## src/rtl/fc_mac_sequencer.sv

```systemverilog
// Sequences weight/activation fetches into a two-stage MAC for one FC layer,
// flushes and captures each neuron sum, and hands results out over valid/ready.
module fc_mac_sequencer #(
  parameter int unsigned N_MAX    = 1024,
  parameter int unsigned M_MAX    = 256,
  parameter int unsigned W_ADDR_W = 18,
  parameter int unsigned D_ADDR_W = 10
) (
  input  logic                          clk,
  input  logic                          rst_n,
  input  logic                          start,
  input  logic [$clog2(N_MAX):0]        n_in,
  input  logic [$clog2(M_MAX):0]        n_out,
  output logic                          busy,
  output logic                          done,
  output logic                          rd_en,
  output logic [W_ADDR_W-1:0]           w_addr,
  output logic [D_ADDR_W-1:0]           d_addr,
  input  logic signed [7:0]             w_rdata,
  input  logic signed [31:0]            d_rdata,
  output logic                          mac_valid,
  output logic signed [7:0]             mac_weight,
  output logic signed [31:0]            mac_data,
  input  logic signed [31:0]            mac_dout,
  output logic                          res_valid,
  input  logic                          res_ready,
  output logic signed [31:0]            res_data,
  output logic [$clog2(M_MAX)-1:0]      res_idx
);

  localparam int unsigned N_W   = $clog2(N_MAX) + 1;
  localparam int unsigned M_W   = $clog2(M_MAX) + 1;
  localparam int unsigned IDX_W = $clog2(M_MAX);

  typedef enum logic [2:0] {
    IDLE, FETCH, DRAIN, FLUSH, CAPTURE, RESULT
  } state_e;

  state_e               state, state_d;
  logic [N_W-1:0]       n_in_q;
  logic [M_W-1:0]       n_out_q;
  logic [IDX_W-1:0]     neuron_q, neuron_d;
  logic                 pass_q;
  logic                 fetch_last, neuron_last;

  logic                 busy_d, done_d, rd_en_d, mac_valid_d, pass_d, res_valid_d;
  logic [W_ADDR_W-1:0]  w_addr_d;
  logic [D_ADDR_W-1:0]  d_addr_d;

  // d_addr doubles as the per-neuron input index i
  assign fetch_last  = (N_W'(d_addr) == n_in_q - N_W'(1));
  assign neuron_last = (M_W'(neuron_q) == n_out_q - M_W'(1));

  // RAM data arrives combinationally one cycle after rd_en; gate it onto the MAC
  assign mac_weight = pass_q ? w_rdata : 8'sd0;
  assign mac_data   = pass_q ? d_rdata : 32'sd0;

  // State, counters and registered outputs
  always_ff @(posedge clk or negedge rst_n) begin
    if (!rst_n) begin
      state     <= IDLE;
      n_in_q    <= '0;
      n_out_q   <= '0;
      neuron_q  <= '0;
      pass_q    <= 1'b0;
      busy      <= 1'b0;
      done      <= 1'b0;
      rd_en     <= 1'b0;
      mac_valid <= 1'b0;
      res_valid <= 1'b0;
      w_addr    <= '0;
      d_addr    <= '0;
      res_data  <= '0;
      res_idx   <= '0;
    end else begin
      state     <= state_d;
      neuron_q  <= neuron_d;
      pass_q    <= pass_d;
      busy      <= busy_d;
      done      <= done_d;
      rd_en     <= rd_en_d;
      mac_valid <= mac_valid_d;
      res_valid <= res_valid_d;
      w_addr    <= w_addr_d;
      d_addr    <= d_addr_d;
      if (state == IDLE && start) begin
        n_in_q  <= n_in;
        n_out_q <= n_out;
      end
      if (state == CAPTURE) begin
        res_data <= mac_dout;
        res_idx  <= neuron_q;
      end
    end
  end

  // Next-state and neuron counter
  always_comb begin
    state_d  = state;
    neuron_d = neuron_q;
    case (state)
      IDLE: begin
        if (start) begin
          neuron_d = '0;
          if (n_out == '0)     state_d = IDLE;
          else if (n_in == '0) state_d = FLUSH;
          else                 state_d = FETCH;
        end
      end
      FETCH:   if (fetch_last) state_d = DRAIN;
      DRAIN:   state_d = FLUSH;
      FLUSH:   state_d = CAPTURE;
      CAPTURE: state_d = RESULT;
      RESULT: begin
        if (res_ready) begin
          if (neuron_last) begin
            state_d = IDLE;
          end else begin
            neuron_d = neuron_q + IDX_W'(1);
            state_d  = (n_in_q == '0) ? FLUSH : FETCH;
          end
        end
      end
      default: state_d = IDLE;
    endcase
  end

  // Next values of registered outputs, decoded from the upcoming state
  always_comb begin
    busy_d      = (state_d != IDLE);
    rd_en_d     = (state_d == FETCH);
    mac_valid_d = (state_d == FETCH && state == FETCH) ||
                  (state_d == DRAIN) || (state_d == FLUSH);
    pass_d      = (state_d == FETCH) || (state_d == DRAIN);
    res_valid_d = (state_d == RESULT);
    done_d      = (state == IDLE && start && n_out == '0) ||
                  (state == RESULT && res_ready && neuron_last);
    w_addr_d    = w_addr;
    d_addr_d    = d_addr;
    if (state_d == FETCH) begin
      // weight rows are contiguous, so w_addr simply keeps counting across neurons
      w_addr_d = (state == IDLE)  ? '0 : w_addr + W_ADDR_W'(1);
      d_addr_d = (state == FETCH) ? d_addr + D_ADDR_W'(1) : '0;
    end
  end

endmodule

```

## config.mk

```make
export PLATFORM = sky130hd
export DESIGN_NAME = fc_mac_sequencer
export DESIGN_NICKNAME = d
export VERILOG_FILES = /design/src/rtl/fc_mac_sequencer.sv
export SDC_FILE = /design/constraint.sdc
export NUM_CORES = 1
export LEC_CHECK = 0
export ABC_AREA = 1
export BUFFER_PORTS_ARGS = -buffer_cell sky130_fd_sc_hd__buf_2
export CAP_MARGIN = 10
export CORE_MARGIN = 2
export CORE_UTILIZATION = 45
export DETAILED_ROUTE_END_ITERATION = 16
export PLACE_DENSITY_LB_ADDON = 0.15
export SLEW_MARGIN = 15
export SYNTH_ARGS = -nofsm -noshare
export SYNTH_HDL_FRONTEND = slang
export SYNTH_SLANG_ARGS = --single-unit
export TNS_END_PERCENT = 100
```

## constraint.sdc

```tcl
create_clock -name clk -period 4.5 [get_ports clk]
set_input_delay 0 -clock clk [delete_from_list [all_inputs] [get_ports clk]]
set_output_delay 0 -clock clk [all_outputs]
set_load 0.05 [all_outputs]
```

==> results of run 1 <==
-- final cells by class --
| cell class | count | share of cell area, % |
|---|---|---|
| Inverter | 111 | 5.27 |
| Multi-Input combinational cell | 526 | 34.4 |
| Clock inverter | 6 | 0.839 |
| Timing Repair Buffer | 266 | 20.4 |
| Clock buffer | 10 | 3.02 |
| Sequential cell | 105 | 33.3 |
| Tap cell | 172 | 2.72 |
-- worst max-delay path, cell delays in order, from the launching register on --
cell and delay, ps:
sky130_fd_sc_hd__dfrtp_1 440, sky130_fd_sc_hd__nor2_1 170, sky130_fd_sc_hd__nand2_1 100, sky130_fd_sc_hd__inv_2 250, sky130_fd_sc_hd__nand2_1 300, sky130_fd_sc_hd__inv_2 300
sky130_fd_sc_hd__a21oi_1 110, sky130_fd_sc_hd__nand3_1 90, sky130_fd_sc_hd__buf_4 320, sky130_fd_sc_hd__nand3_2 580, sky130_fd_sc_hd__nand2_1 220, sky130_fd_sc_hd__nand2_1 70
-- timing repair --
item	in CTS	in global routing
hold buffers	54	0
hold endpoints to repair	113	0
setup buffers	0	0
-- cells in the final DEF, fill, tap and decap left out, types with 2 or more instances in the layout --
cell,n
sky130_fd_sc_hd__xnor2_1,9
sky130_fd_sc_hd__nand4_1,37
sky130_fd_sc_hd__a21oi_1,3
sky130_fd_sc_hd__dlygate4sd3_1,54
sky130_fd_sc_hd__dfrtp_1,104
sky130_fd_sc_hd__nor4_1,4
sky130_fd_sc_hd__nand3_1,38
sky130_fd_sc_hd__clkinv_1,2
sky130_fd_sc_hd__buf_2,207
sky130_fd_sc_hd__nor3b_1,4
sky130_fd_sc_hd__inv_2,3
sky130_fd_sc_hd__nor2_1,76
sky130_fd_sc_hd__ha_1,5
sky130_fd_sc_hd__buf_4,5
sky130_fd_sc_hd__inv_8,3
sky130_fd_sc_hd__inv_1,106
sky130_fd_sc_hd__nand2_1,237
sky130_fd_sc_hd__nor3_1,8
sky130_fd_sc_hd__o21ai_0,33
sky130_fd_sc_hd__mux2_2,32
sky130_fd_sc_hd__clkbuf_16,9
sky130_fd_sc_hd__xor2_1,24
sky130_fd_sc_hd__nand3b_1,4
sky130_fd_sc_hd__nor2_2,3
-- power by group through the flow --
stage / combinational (mW) / sequential [mW] / clock, mW
detailed placement: 1.85 / 1.38 / 0
global placement: 1.82 / 1.38 / 0
floorplan: 1.26 / 1.52 / 0
CTS: 1.88 / 1.37 / 0.831
finish: 1.87 / 1.37 / 0.807
global route: 2.09 / 1.41 / 0.862
-- metal layers --
metal	vias up	wire [um]	global-route usage (%)
met5	-	0	0
met4	0	386	9.04
met3	27	1000	4.20
met2	191	7620	40.0
met1	2640	6770	28.4
li1	2913	-	-
-- flip-flops by register name (all words and copies together) (netlist names) --
register,flops
pass_q,1
state,3
busy,1
mac_valid,1
d_addr,10
rd_en,1
w_addr,18
n_out_q,9
done,1
neuron_q,8
n_in_q,11
res_data,32
res_valid,1
res_idx,8
-- through the flow --
| step | utilization [%] | total power, mW | cells |
|---|---|---|---|
| after CTS | 62.3 | 4.08 | 1196 |
| final | 62.4 | 4.04 | 1196 |
| after global placement | 55.7 | 3.20 | 1126 |
| after floorplan | - | 2.78 | 769 |
| after global routing | 62.4 | 4.36 | 1196 |
| after detailed placement | 55.7 | 3.22 | 1126 |
-- cell families (layout without fill, tap and decap cells) --
kind of cell | after synthesis | after routing
flip-flops | 105 | 105
multiplexers | 32 | 32
AO/OA/AOI/OAI | 40 | 40
adder cells (fa/ha/maj) | 5 | 5
buffers and inverters | 138 | 393
XOR/XNOR | 33 | 33
AND/OR/NAND/NOR | 416 | 416
-- how the worst min path moves through the flow --
stage                    to  slack (ps)  cells after the start
2_1_floorplan          busy        -300                      0
3_3_place_gp   res_data[21]         130                      1
3_5_place_dp   res_data[24]         110                      1
4_1_cts          n_out_q[7]         160                      4
5_1_grt          n_out_q[8]         240                      4
6_report         n_out_q[7]         180                      4
==> run_results.csv, run 1 <==
group,metric,value,unit
finish,n_fill_cell,1139,
synth,netlist.top_cell.by_area,"sky130_fd_sc_hd__dfrtp_1",
critical_path,critical_path.endpoint,"w_addr[2]",
finish,multiInputGateArea,2720,um^2
synth,yosysWarnings,0,
synth,post_synth_and_or_nand_nor_area_fraction,30.5,%
critical_path,critPathKind,"reg -> reg",
floorplanning,core_region_area,12700,um^2
timing,tightestPinTransition,1000,ps
finish,drive_gt1_share,26.7,%
floorplanning,core.rowCount,41,
cts,cts_tree,"yes",
timing,rsz0062_at_grt,"false",
timing,fin_skew,14.7,ps
synth,synthArstFlopShare,100,%
floorplanning,die_height,118,um
placement,final_weighted_congestion_in_routability_driven_placement,0.835,
synth,synth_top_flop_cell,"sky130_fd_sc_hd__dfrtp_1",
timing,fin_worst_hold_slack,178,ps
power,p_sw_share,48.4,%
timing,fin_crit,3080,ps
drt,count_of_tritonroute_iterations_in_the_first_routing_pass,4,
critical_path,endpoint_kind,"register",
finish,final_area,7900,um^2
global_route,grt_first_pass_wirelength,26400,um
timing,post-route-worst-setup-slack,1420,ps
hold_path,hold_path.startpoint,"start",
synth,synth_largest_type_area_fraction,44.7,%
floorplanning,die-area,14000,um^2
floorplanning,io-pin-count,209,
power,power.leakage,4.41,nW
critical_path,worst_setup_path_start_kind,"register",
placement,pre_cts_ws,1420,ps
drt,vias_per_cell,4.83,
drt,vias,5771,
cts,clk_path_buf_depth,2,
critical_path,cp.required,4740,ps
drt,detailedRoute.firstIterationViolations,331,
critical_path,r2r_slack,1420,ps
critical_path,critical_path_arrival,3330,ps
drt,routedWlPerCell,13.2,um
global_route,global_route.overflow_total,0,
drt,antenna_left,0,
power,power.share.clock,20.0,%
critical_path,worstReg2RegStart,"state[1]",
cts,tritoncts.num_buffers,9,
power,intPower,2.09,mW
synth,synthMostInstantiatedCell,"sky130_fd_sc_hd__nand2_1",
finish,num-nets-final,1120,
finish,diodes,0,
floorplanning,dieWidth,118,um
job,max_cap_violations,0,
placement,placed_area,7050,um^2
hold_path,hp_class,"in -> reg",
timing,min_period_over_period,68.5,%
power,power_per_cell_area,512,nW/um^2
synth,syn_avg_cell_area,7.65,um^2
timing,timing.final.hold_violations,0,
cts,ctsRootBufferMaster,"sky130_fd_sc_hd__clkbuf_16",
synth,synthAdderAreaFrac,1.06,%
synth,portion_of_netlist_area_occupied_by_mux_cells,6.13,%
synth,post_synth_xor_area_fraction,4.92,%
synth,largest_cells_by_area_after_synthesis,"sky130_fd_sc_hd__dfrtp_1, sky130_fd_sc_hd__nand2_1, sky130_fd_sc_hd__inv_1, sky130_fd_sc_hd__mux2_2, sky130_fd_sc_hd__nor2_1",
cts,clk-insertion-delay-late,360,ps
global_route,grt_start_max_net_pins,61,
power,share_of_total_power_in_sequential_cells,33.8,%
synth,ys_types,31,
timing,final-max-slew-violation-count,0,
critical_path,worstReg2RegEnd,"w_addr[2]",
synth,syn_nets,870,
synth,synth_commonest_cells,"sky130_fd_sc_hd__nand2_1, sky130_fd_sc_hd__inv_1, sky130_fd_sc_hd__dfrtp_1",
synth,sequential_share_of_the_synthesized_area,44.7,%
cts,post_cts_resize_count,0,
cts,h_tree_levels,3,
floorplanning,start_util,46.4,%
critical_path,critical_path.startpoint,"state[1]",
timing,fmax,324,MHz
cts,cts.clk_slew.worst_paths,80,ps
placement,dp.final_hpwl,11100,um
global_route,number_of_global_route_vias_before_repair,5622,
timing,setup-tns-final,0,ps
synth,netlist_area,5880,um^2
power,ir_drop,230,uV
timing,setup_viol,0,
synth,postSynthCellCount,769,
timing,worst_slew_margin_rel,33.1,%
synth,synth_compound_area_share,3.49,%
global_route,grt_usage,23.1,%
status,status,"finished clean",
drt,drc_errors,0,
synth,ys_ff_latch,105,
cts,cts_sinks,105,
global_route,grt_antenna_before_repair,0,
drt,drt-total-wl,15800,um
power,switching_power,1.96,mW
synth,synth_top_family_by_area,"simple AND/OR/NAND/NOR gates",
critical_path,cp_max_fo,31,
placement,port_buffers,208,
critical_path,worst_r2r_path_depth,11,
power,p_comb_share,46.3,%
finish,area_growth,34.4,%
synth,edff_count_synth,0,
finish,ff_latch_area,2630,um^2
No activity file was read; power rests on OpenSTA's default activity.
==> inputs of run 2 (changes only) <==
Settings changed: ABC_AREA 1 to 0.
Clock period 4.5 ns to 2.8 ns, I/O delays scaled along.
==> run 2 against run 1 <==
Effect of this change: wire length rose by 3.5%; clock skew down 3.0 ps; critical endpoint is now w_addr[17]; critical path depth decreased by 3; cell count shrank 14%; setup slack lost 1300 ps.
==> run_results.csv, run 2 <==
group,metric,value,unit
synth,synth_largest_type_area_fraction,45.8,%
finish,diodes,0,
critical_path,critical_path.endpoint,"w_addr[17]",
timing,worst_slew_margin_rel,48.0,%
critical_path,worst_setup_path_start_kind,"register",
global_route,grt_start_max_net_pins,63,
timing,fin_crit,2680,ps
finish,area_growth,38.3,%
drt,routedWlPerCell,16.0,um
global_route,gr-usage-met3,3.91,%
critical_path,critical_path_arrival,2930,ps
global_route,grt_first_pass_wirelength,24900,um
floorplanning,io-pin-count,209,
timing,fin_skew,11.6,ps
timing,min_period_over_period,95.8,%
critical_path,critPathKind,"reg -> reg",
critical_path,cp.buffers_inverters,1,
finish,layout.cells.most_common_list,"sky130_fd_sc_hd__buf_2, sky130_fd_sc_hd__dfrtp_1, sky130_fd_sc_hd__nand2_1, sky130_fd_sc_hd__dlygate4sd3_1, sky130_fd_sc_hd__nor2_1",
synth,yosysWarnings,0,
power,power.leakage,4.02,nW
timing,timing.final.hold_violations,0,
finish,drive_gt1_share,37.5,%
finish,largest_register_ffs,32,
status,status,"finished clean",
finish,largest_register_by_flop_count,"res_data",
cts,h_tree_levels,3,
synth,synthMostInstantiatedCell,"sky130_fd_sc_hd__dfrtp_1",
timing,fmax,373,MHz
global_route,met2_usage,41.1,%
global_route,number_of_global_route_vias_before_repair,5157,
global_route,global_routing_s_busiest_layer,"met2",
floorplanning,start_util,45.8,%
synth,largest_cells_by_area_after_synthesis,"sky130_fd_sc_hd__dfrtp_1, sky130_fd_sc_hd__mux2_2, sky130_fd_sc_hd__nand2_1, sky130_fd_sc_hd__and2_1, sky130_fd_sc_hd__o41ai_1",
global_route,grt_usage,23.3,%
cts,clk-insertion-delay-late,360,ps
synth,syn_avg_cell_area,9.82,um^2
finish,ff_latch_area,2630,um^2
drt,drc_errors,0,
placement,dp.final_hpwl,11600,um
floorplanning,core.rowCount,41,
cts,tritoncts.num_buffers,9,
power,power_per_cell_area,913,nW/um^2
cts,ctsRootBufferMaster,"sky130_fd_sc_hd__clkbuf_16",
placement,final_weighted_congestion_in_routability_driven_placement,0.856,
cts,cts.clk_slew.worst_paths,80,ps
timing,setup_viol,0,
power,ir_drop,444,uV
synth,syn_nets,685,
synth,postSynthCellCount,584,
critical_path,worstReg2RegStart,"n_in_q[3]",
synth,sequential_share_of_the_synthesized_area,45.8,%
drt,detailedRoute.firstIterationViolations,216,
floorplanning,die_height,117,um
synth,edff_count_synth,0,
cts,post-cts-setup-buffer-count,0,
synth,synth_commonest_cells,"sky130_fd_sc_hd__dfrtp_1, sky130_fd_sc_hd__nand2_1, sky130_fd_sc_hd__nor2_1",
finish,layout.cells.most_common,"sky130_fd_sc_hd__buf_2",
critical_path,cp_cell_sequence,"or4_4, o2111ai_1, o41a_1, and3_4, o31ai_2, or3_4, buf_4, o41ai_1",
drt,vias_per_cell,5.28,
critical_path,worstReg2RegEnd,"w_addr[17]",
floorplanning,dieWidth,117,um
timing,final-max-slew-violation-count,0,
critical_path,maximum_single_stage_delay_on_the_critical_path,560,ps
synth,netlist.top_cell.by_area,"sky130_fd_sc_hd__dfrtp_1",
job,max_cap_violations,0,
synth,ys_types,65,
cts,clk_path_buf_depth,2,
finish,num-nets-final,947,
drt,count_of_tritonroute_iterations_in_the_first_routing_pass,4,
finish,multiInputGateArea,2960,um^2
synth,synthArstFlopShare,100,%
critical_path,worst_r2r_path_depth,8,
critical_path,cp.required,3040,ps
critical_path,critical_path.startpoint,"n_in_q[3]",
global_route,grt_util_met1,29.3,%
critical_path,critical_path_depth,8,
synth,ys_ff_latch,105,
placement,port_buffers,208,
critical_path,cp_max_fo,7,
drt,vias,5406,
critical_path,r2r_slack,120,ps
finish,final_area,7930,um^2
synth,synth_top_flop_cell,"sky130_fd_sc_hd__dfrtp_1",
synth,netlist_area,5740,um^2
global_route,global_route.overflow_total,0,
timing,setup-tns-final,0,ps
critical_path,crit_slowest_cell,"sky130_fd_sc_hd__or4_4",
drt,drt-total-wl,16300,um
finish,n_fill_cell,1072,
timing,tightestPinTransition,781,ps
floorplanning,die-area,13700,um^2
critical_path,path_delay_family,"simple AND/OR/NAND/NOR gates",
hold_path,hp_class,"in -> async",
global_route,grt_antenna_before_repair,0,
floorplanning,core_region_area,12500,um^2
placement,placed_area,7050,um^2
cts,cts_tree,"yes",
finish,reg_top3,"res_data x32, w_addr x18, n_in_q x11",
cts,cts_sinks,105,
critical_path,endpoint_kind,"register",
timing,fin_worst_hold_slack,184,ps
drt,antenna_left,0,
## run 2: through the flow
step,power (mW),std cells,setup WS [ps],utilization (%)
2_1_floorplan,4.85,584,81.5,-
4_1_cts,7.20,1023,14.8,63.1
6_report,7.24,1023,118,63.4
3_3_place_gp,5.77,953,113,56.3
3_5_place_dp,5.84,953,39.1,56.3
5_1_grt,7.70,1023,-12.1,63.4
## run 2: logic make-up after synthesis
kind of cell | count (synthesis) | synth area share, %
AO/OA/AOI/OAI | 92 | 12.8
XOR/XNOR | 27 | 4.12
adder cells (fa/ha/maj) | 5 | 1.09
buffers and inverters | 46 | 3.36
flip-flops | 105 | 45.8
multiplexers | 45 | 8.79
AND/OR/NAND/NOR | 264 | 24.0
## run 2: metal layers
metal  wire (um)  up-vias  part of all wire (%)
met5           0        -                     0
met4         238        0                   1.5
met3         873       16                   5.3
met2        8250      167                    51
met1        6970     2613                    43
li1            -     2610                     -
## run 2: final cells by class
| class | instances | area share [%] |
|---|---|---|
| repair buffers | 286 | 22.4 |
| clock inverters | 7 | 1.01 |
| multi-input cells | 433 | 37.4 |
| clock buffers | 9 | 2.84 |
| flip-flops and latches | 105 | 33.1 |
| inverters | 11 | 0.520 |
| well taps | 172 | 2.71 |
## run 2: worst min path at each step
stage                from        end  slack, ps  cells after the start
floorplan           rst_n       busy       -300                      0
global placement    rst_n  w_addr[6]         30                      1
detailed placement  rst_n  w_addr[5]         50                      1
CTS                 rst_n  w_addr[5]        200                      2
global route        rst_n  w_addr[5]        240                      2
finish              rst_n  w_addr[5]        180                      2
## run 2: power by group
part	leakage, nW	switching, mW	total, mW	internal [mW]
Clock	0.146	0.642	1.28	0.638
Sequential	1.40	0.395	2.27	1.87
Combinational	2.48	2.42	3.70	1.28
## run 2: repair_timing
action                                 4_1_cts  5_1_grt
gates resized for setup                      0        8
hold buffers                                54        0
endpoints found under the hold margin       96        0
setup endpoints to repair                    0       26
## run 2: worst reg2reg max path: cells and delay by family, from the launching register on
family / cells / cell delay [ps]
and+or+nand+nor: 3 / 1200
AOI/OAI and AO/OA: 4 / 810
DFF: 1 / 390
buffers and inverters: 1 / 180
==> inputs of run 3 (changes only) <==
Settings changed: CTS_CLUSTER_SIZE set to 8, RECOVER_POWER set to 50.
==> run 3 against run 2 <==
Effect of this change: register-to-register slack is essentially flat; global-route usage is the same; sequential cell count stayed put; wire length fell by 0.32%; total power fell by 0.66%; sequential share of layout area increased by 0.36 points; critical path depth unchanged; hold slack improved by 88 ps; die area unchanged; first-iteration DRC count shrank 16%; utilization fell by 0.68 points; cell count stayed put; largest power group unchanged.
==> run_results.csv, run 3 (synthesis results as in run 2) <==
group,metric,value,unit
power,ir_drop,437,uV
cts,cts_tree,"yes",
finish,layout.cells.most_common_list,"sky130_fd_sc_hd__buf_2, sky130_fd_sc_hd__dfrtp_1, sky130_fd_sc_hd__nand2_1, sky130_fd_sc_hd__clkbuf_1, sky130_fd_sc_hd__dlygate4sd3_1",
drt,vias,5393,
drt,drt-total-wl,16300,um
drt,drc_errors,0,
floorplanning,start_util,45.8,%
power,intPower,3.74,mW
critical_path,cp_max_fo,7,
finish,layout.cells.most_common,"sky130_fd_sc_hd__buf_2",
finish,reg_top3,"res_data x32, w_addr x18, n_in_q x11",
timing,tightestPinTransition,1110,ps
cts,cts.clk_slew.worst_paths,80,ps
timing,timing.final.hold_violations,0,
global_route,global_route.overflow_total,0,
drt,dr_wl_met3,989,um
timing,fmax,373,MHz
timing,setup_viol,0,
status,status,"finished clean",
critical_path,cp.required,3040,ps
placement,dp.final_hpwl,11600,um
cts,tritoncts.num_buffers,9,
cts,ctsRootBufferMaster,"sky130_fd_sc_hd__clkbuf_16",
cts,clk-insertion-delay-late,360,ps
power,power.leakage,3.79,nW
finish,drive_gt1_share,30.9,%
drt,antenna_left,0,
drt,routedWlPerCell,15.9,um
floorplanning,die_height,117,um
global_route,grt_first_pass_wirelength,24900,um
timing,fin_crit,2680,ps
floorplanning,core_region_area,12500,um^2
finish,largest_register_by_flop_count,"res_data",
timing,setup-tns-final,0,ps
timing,worst_slew_margin_rel,25.8,%
cts,clk_path_buf_depth,2,
cts,h_tree_levels,3,
global_route,grt_start_max_net_pins,63,
timing,min_period_over_period,95.8,%
global_route,number_of_global_route_vias_before_repair,5157,
global_route,grt_antenna_before_repair,0,
finish,n_fill_cell,1109,
critical_path,endpoint_kind,"register",
floorplanning,io-pin-count,209,
power,power_per_cell_area,917,nW/um^2
critical_path,critPathKind,"reg -> reg",
power,power.share.clock,17.8,%
power,p_comb_share,50.6,%
global_route,grt_usage,23.3,%
job,max_cap_violations,0,
finish,diodes,0,
finish,largest_register_ffs,32,
drt,highest_layer,"met4",
placement,pre_cts_ws,39.1,ps
floorplanning,die-area,13700,um^2
finish,area_growth,36.8,%
power,p_sw_share,48.0,%
critical_path,critical_path_arrival,2930,ps
timing,fin_skew,11.6,ps
drt,route.layer.met1.wl,6820,um
critical_path,worst_setup_path_start_kind,"register",
timing,final-max-slew-violation-count,0,
drt,vias_per_cell,5.27,
finish,num-nets-final,947,
placement,final_weighted_congestion_in_routability_driven_placement,0.856,
floorplanning,core.rowCount,41,
power,switching_power,3.46,mW
timing,post-route-worst-setup-slack,117,ps
placement,port_buffers,208,
drt,detailedRoute.firstIterationViolations,182,
power,share_of_total_power_in_sequential_cells,31.5,%
cts,cts_sinks,105,
hold_path,hp_class,"in -> reg",
drt,dr_wl_met2,8230,um
floorplanning,dieWidth,117,um
drt,count_of_tritonroute_iterations_in_the_first_routing_pass,4,
==> run 3: layout make-up <==
| type | count | area [um^2] | area share [%] |
|---|---|---|---|
| sequential | 105 | 2630 | 33.5 |
| tap | 172 | 215 | 2.74 |
| timing repair buffer | 286 | 1700 | 21.6 |
| multi-input combinational | 433 | 2960 | 37.8 |
| clock buffer | 9 | 225 | 2.87 |
| inverter | 11 | 41.3 | 0.526 |
| clock inverter | 7 | 80.1 | 1.02 |
==> run 3: worst max-delay path: stages, from the launching register on <==
cell and delay [ps]:
sky130_fd_sc_hd__dfrtp_1 390, sky130_fd_sc_hd__or4_4 560, sky130_fd_sc_hd__o2111ai_1 220, sky130_fd_sc_hd__o41a_1 170, sky130_fd_sc_hd__and3_4 200, sky130_fd_sc_hd__o31ai_2 100, sky130_fd_sc_hd__or3_4 440, sky130_fd_sc_hd__buf_4 180
sky130_fd_sc_hd__o41ai_1 320
==> run 3: what timing repair did <==
action                                  CTS  global route
gates resized for setup                   0             8
endpoints found under the setup margin    0            26
hold buffers                             54             0
setup buffers                             0             0
endpoints found under the hold margin    96             0
==> run 3: power groups by stage <==
stage | sequential (mW) | clock, mW | combinational, mW
detailed placement | 2.28 | 0 | 3.55
global placement | 2.27 | 0 | 3.50
floorplan | 2.88 | 0 | 1.98
CTS | 2.26 | 1.32 | 3.62
finish | 2.27 | 1.28 | 3.64
global route | 2.33 | 1.38 | 3.95
==> run 3: stage by stage <==
stage	hold WS, ps	total power [mW]	utilization [%]	instances	cell area [um^2]
after floorplan	-296	4.85	-	584	5740
after global placement	34.7	5.77	56.3	953	7050
after detailed placement	51.0	5.84	56.3	953	7050
after CTS	201	7.20	63.1	1023	7900
after global routing	326	7.65	62.7	1023	7850
final	272	7.20	62.7	1023	7850
==> run 3: final timing paths <==
| check | from | to | slack, ps | cells past startpoint |
|---|---|---|---|---|
| min in group asynchronous | rst_n | w_addr[5] | 390 | 2 |
| setup / recovery | n_in_q[3] | w_addr[17] | 120 | 8 |
| hold / removal | start | n_in_q[7] | 270 | 4 |
| setup reg to reg | n_in_q[3] | w_addr[17] | 120 | 8 |
| max in group asynchronous | rst_n | neuron_q[6] | 890 | 3 |
| hold reg to reg | res_data[9] | res_data[9] | 510 | 1 |
==> run 3: metal layers <==
metal	GRT usage, %	vias up
met5	0	-
met4	7.61	0
met2	41.1	187
met1	29.3	2575
met3	3.91	18
li1	-	2613
